## config.mk

```make
export PLATFORM = sky130hd
export DESIGN_NAME = fetch_ctrl
export DESIGN_NICKNAME = d
export VERILOG_FILES = /design/src/rtl/fetch_ctrl_pkg.sv /design/src/rtl/fetch_ctrl_redir_arb.sv /design/src/rtl/fetch_ctrl.sv
export SDC_FILE = /design/constraint.sdc
export NUM_CORES = 1
export LEC_CHECK = 0
export CAP_MARGIN = 20
export CORE_AREA = 10 10 51 53
export DETAILED_ROUTE_END_ITERATION = 7
export DIE_AREA = 0 0 61 63
export PLACE_DENSITY = 0.84
export SKIP_LAST_GASP = 1
export SYNTH_ARGS = -nofsm -noshare
export SYNTH_HDL_FRONTEND = slang
export SYNTH_SLANG_ARGS = --single-unit
export TNS_END_PERCENT = 50
```

## constraint.sdc

```tcl
create_clock -name clk -period 3.3 [get_ports clk]
set_input_delay 0.825 -clock clk [delete_from_list [all_inputs] [get_ports clk]]
set_output_delay 0.825 -clock clk [all_outputs]
set_load 0.1 [all_outputs]
```

## src/rtl/fetch_ctrl_pkg.sv

```systemverilog
// Shared definitions for the instruction-fetch controller: FSM state
// encodings, next-PC select codes and the redirect priority ordering.
package fetch_ctrl_pkg;

    typedef enum logic [1:0] {
        RST_IDLE = 2'b00,
        REQ      = 2'b01,
        WAIT     = 2'b10,
        HOLD     = 2'b11
    } fetch_state_e;

    localparam logic [1:0] PC_SRC_SEQ = 2'b00;
    localparam logic [1:0] PC_SRC_JMP = 2'b01;
    localparam logic [1:0] PC_SRC_BR  = 2'b10;

    // Numeric order is the priority order, so a plain magnitude compare
    // picks the more important redirect.
    typedef enum logic [2:0] {
        RD_NONE = 3'd0,
        RD_J    = 3'd1,
        RD_JR   = 3'd2,
        RD_BR   = 3'd3,
        RD_ERET = 3'd4,
        RD_EX   = 3'd5
    } redir_e;

    // Reduce the simultaneous request pulses to the single highest one.
    function automatic redir_e redir_encode(input logic ex, input logic eret,
                                            input logic br, input logic jr,
                                            input logic j);
        if (ex)   return RD_EX;
        if (eret) return RD_ERET;
        if (br)   return RD_BR;
        if (jr)   return RD_JR;
        if (j)    return RD_J;
        return RD_NONE;
    endfunction

endpackage

```

## src/rtl/fetch_ctrl_redir_arb.sv

```systemverilog
// Redirect arbiter: keeps the highest-priority redirect seen since the
// last PC update and presents the overall winner (pending vs. incoming).
module redir_arb
    import fetch_ctrl_pkg::*;
(
    input  logic   clk,
    input  logic   resetn,
    input  logic   ex_req_i,
    input  logic   eret_req_i,
    input  logic   br_req_i,
    input  logic   jr_req_i,
    input  logic   j_req_i,
    input  logic   apply_i,
    output redir_e win_o
);

    redir_e in_win;
    redir_e pend_q;
    redir_e pend_d;

    // Highest request arriving this cycle.
    always_comb begin
        in_win = redir_encode(ex_req_i, eret_req_i, br_req_i, jr_req_i, j_req_i);
    end

    // Winner is the more important of the retained and the incoming redirect,
    // which lets a same-cycle request bypass straight into a PC update.
    always_comb begin
        win_o = (in_win > pend_q) ? in_win : pend_q;
    end

    // Pending latch: emptied by the PC update that uses it, otherwise
    // overwritten only by an equal or higher priority request.
    always_comb begin
        pend_d = pend_q;
        if (apply_i) begin
            pend_d = RD_NONE;
        end else if ((in_win != RD_NONE) && (in_win >= pend_q)) begin
            pend_d = in_win;
        end
    end

    // Pending register.
    always_ff @(posedge clk or negedge resetn) begin
        if (!resetn) begin
            pend_q <= RD_NONE;
        end else begin
            pend_q <= pend_d;
        end
    end

endmodule

```

## src/rtl/fetch_ctrl.sv

```systemverilog
// Instruction-fetch controller: sequences SRAM request/response, holds a
// fetched instruction while downstream stalls, and steers the next PC.
module fetch_ctrl
    import fetch_ctrl_pkg::*;
(
    input  logic       clk,
    input  logic       resetn,
    input  logic       stall,
    input  logic       ex_req,
    input  logic       eret_req,
    input  logic       br_req,
    input  logic       j_req,
    input  logic       jr_req,
    input  logic       inst_addr_ok,
    input  logic       inst_data_ok,
    output logic       inst_req,
    output logic       pc_write,
    output logic [1:0] pc_src,
    output logic       j_src,
    output logic       ex_sel,
    output logic       eret_sel,
    output logic       if_valid
);

    fetch_state_e state_q;
    fetch_state_e state_d;
    logic         discard_q;
    logic         discard_d;
    redir_e       win;

    redir_arb u_redir_arb (
        .clk        (clk),
        .resetn     (resetn),
        .ex_req_i   (ex_req),
        .eret_req_i (eret_req),
        .br_req_i   (br_req),
        .jr_req_i   (jr_req),
        .j_req_i    (j_req),
        .apply_i    (pc_write),
        .win_o      (win)
    );

    // Fetch FSM next state and handshake outputs.
    always_comb begin
        state_d  = state_q;
        inst_req = 1'b0;
        pc_write = 1'b0;
        if_valid = 1'b0;
        case (state_q)
            RST_IDLE: state_d = REQ;
            REQ: begin
                inst_req = 1'b1;
                if (inst_addr_ok) state_d = WAIT;
            end
            WAIT: begin
                if (inst_data_ok) begin
                    if_valid = !discard_q;
                    if (!stall) begin
                        pc_write = 1'b1;
                        state_d  = REQ;
                    end else begin
                        state_d  = HOLD;
                    end
                end
            end
            HOLD: begin
                if_valid = !discard_q;
                if (!stall) begin
                    pc_write = 1'b1;
                    state_d  = REQ;
                end
            end
            default: state_d = RST_IDLE;
        endcase
    end

    // Discard flag: an exception/return while a fetch is outstanding kills
    // that instruction; the PC update that follows starts clean.
    always_comb begin
        discard_d = discard_q;
        if (pc_write) begin
            discard_d = 1'b0;
        end else if ((ex_req || eret_req) && ((state_q == WAIT) || (state_q == HOLD))) begin
            discard_d = 1'b1;
        end
    end

    // Next-PC selects, only meaningful while the PC is being written.
    always_comb begin
        pc_src   = PC_SRC_SEQ;
        j_src    = 1'b0;
        ex_sel   = 1'b0;
        eret_sel = 1'b0;
        if (pc_write) begin
            case (win)
                RD_EX:   ex_sel   = 1'b1;
                RD_ERET: eret_sel = 1'b1;
                RD_BR:   pc_src   = PC_SRC_BR;
                RD_JR: begin
                    pc_src = PC_SRC_JMP;
                    j_src  = 1'b1;
                end
                RD_J:    pc_src   = PC_SRC_JMP;
                default: pc_src   = PC_SRC_SEQ;
            endcase
        end
    end

    // State and discard registers.
    always_ff @(posedge clk or negedge resetn) begin
        if (!resetn) begin
            state_q   <= RST_IDLE;
            discard_q <= 1'b0;
        end else begin
            state_q   <= state_d;
            discard_q <= discard_d;
        end
    end

endmodule

```

==> summary.txt <==
outcome = finished, violations left
failing checks = negative setup slack
post-synthesis adder-cell area fraction = 0.113
Placement Cell Area = 0.00113 mm²
Slew Limit Headroom = 0.733
top cell type by total area after synthesis = dfrtp_1
power density over the cells = 783 mW/mm²
clk root buf = clkbuf_4
multiplexer share of the synthesized area = 0.0151
initial detailed-routing violation count = 14
main combinational cell family by area after synthesis = compound AO/OA/AOI/OAI gates
Vias/cell = 5.62
XOR/XNOR Fraction of Synth Area = 0
RSZ-0062 raised after global routing = true
layout cells sized above 1 = 0.530
post-synthesis compound-gate area fraction = 0.300
simple-gate area share of the yosys netlist = 0.281
die area = 0.00384 mm²
synth unique cells = 35
Final Skew = 0.00651 ns
synthesized area = 663 µm²
post-route cell area = 0.00125 mm²
antenna viol nets, final = 0
hold slack final = 0.522 ns
GRT Util Overall = 0.117
largest cells by area after synthesis = dfrtp_1 23%, ha_1 11%, a21oi_1 6.0%, o21ai_0 5.3%, inv_1 4.5%
mean routed wirelength per cell = 16.1 µm
cells after synthesis = 82
Final WS setup = -0.223 ns
Most used DFF post-synth = dfrtp_1
first-pass GRT wire length = 3.66 mm
Clk pin slew, worst setup/hold paths = 0.05 ns
Static Leak = 0.524 nW
initial antenna violation count = 0
synthesized flop and latch total = 6
maxcap violations = 0
nets@finish = 135
starting density of the core = 0.402
flop2flop setup slack = 1.49 ns
Final Slew Violations = 0
Mean Syn Cell Area = 8.09 µm²
Post-Route Utilization = 0.759
DPL Wire Length = 1.71 mm
Yosys top cell area share = 0.226
f_max = 0.284 GHz
Yosys Warn Count = 0
CTS Buf Count = 3
CTS sink cnt = 6
R2R depth = 8
core region area = 0.00165 mm²
antenna cell count = 0
grt ovf = 0
Buffers on Ports = 17
drt pass-1 iters = 4
TNS Setup = -1.00 ns
crit path launch type = input port
vias in the first global route = 851
Die Width = 61 µm
count of final setup violators = 5
CTS max path bufs = 2
CP endpoint = ex_sel
fin crit share = 1.07
CP Data Required Time = 2.47 ns
die height = 63 µm
Placer Congestion = 0.842
Critical Path Source = eret_req
I/O pins = 18
Worst setup EP type = primary output
Tmin final = 3.52 ns
routed via count = 753
synthesized net count = 98
worst setup path category = in2out
Slew @ Worst Pin = 0.398 ns
Core Rows = 15
reg2reg start = u_redir_arb.pend_q[2]
hold_buf cts = 0
Worst-Skew Late Latency = 0.25 ns
Critical Path AT = 2.70 ns
Area growth, synth to finish = 89.1%
CP max FO = 4
min-delay worst type = reg2reg
H-tree depth = 1
DRT Wirelength = 2.15 mm
IR drop worst, VDD = 0.511 mV
Worst R2R End = u_redir_arb.pend_q[1]
CTS tree = done
largest net degree at the start of global routing = 7
Tot Pwr = 981 µW
Post-synth EDFFs = 0
post-synthesis sequential area ratio = 0.226
Post-synth ARST share = 1.00
final hold vios = 0
DRC Markers = 0
==> cell type report <==
| type | instances | area, µm² |
|---|---|---|
| multi-input cells | 65 | 672 |
| well taps | 17 | 21.3 |
| flip-flops and latches | 6 | 150 |
| inverters | 10 | 37.5 |
| repair buffers | 33 | 350 |
| clock buffers | 3 | 22.5 |
| fillers | 122 | 398 |
==> logic make-up (layout without fill, tap and decap cells) <==
kind of cell	Yosys count	count (layout)
AOI/OAI and AO/OA	28	28
adders and majority gates	6	6
buffers and inverters	11	46
muxes	1	1
and+or+nand+nor	30	30
DFF	6	6
==> how the worst min path moves through the flow <==
stage,startpoint,to,cells past startpoint
final,discard_q,discard_q,2
after global routing,discard_q,discard_q,2
after CTS,discard_q,discard_q,2
after detailed placement,discard_q,discard_q,2
after global placement,discard_q,discard_q,2
after floorplan,discard_q,discard_q,2
==> sequential cells by signal (all words and copies together), names as in the netlist <==
register,cells
discard_q,1
state_q,2
u_redir_arb.pend_q,3
==> metal layers <==
metal	track usage	vias up	share of wire
li1	-	364	-
met1	0.121	361	0.40
met2	0.209	19	0.52
met3	0.0244	9	0.039
met4	0.0522	0	0.032
met5	0	-	0
==> through the flow <==
stage | setup slack [ns] | cells
after detailed placement | -0.711 | 129
after global routing | -0.288 | 134
after floorplan | -0.803 | 82
final | -0.223 | 134
after global placement | -0.660 | 129
after CTS | -0.234 | 134
==> Yosys cell counts, types with 2 or more instances <==
master,count
o31ai_2,2
dfrtp_1,6
nand2_1,7
nor2_1,6
o21ai_1,2
ha_1,6
a21oi_1,8
inv_1,8
nor3_1,3
nor4b_2,2
o211ai_1,2
o21ai_0,7
==> timing repair <==
item | in CTS | in global routing
pin swaps | 11 | 5
setup buffers | 2 | 0
endpoints found under the setup margin | 5 | 5
resized for setup | 28 | 7
==> report_power, final <==
part / leakage, nW / switching (mW) / total [mW] / internal [mW]
Combinational: 0.439 / 0.437 / 0.758 / 0.321
Clock: 0.0138 / 0.0290 / 0.0703 / 0.0413
Sequential: 0.0707 / 0.0447 / 0.152 / 0.108
==> critical path: stages <==
cell and delay (ns):
buf_6 0.09, or2_4 0.27, ha_4 0.31, and2_4 0.17
o211a_4 0.21, nor3_4 0.06, or2_4 0.27, nor4b_4 0.27
buf_12 0.21
==> cells in the final DEF, fill, tap and decap left out, drive strengths merged, types with 3 or more instances in the layout <==
master,instances
nand2,7
dfrtp,6
a21oi,8
nor2,6
or2,3
o21ai,9
ha,6
inv,9
clkdlybuf4s50,5
nor3,4
o31ai,3
clkbuf,4
buf,26
(Power assumes the default switching activity.)
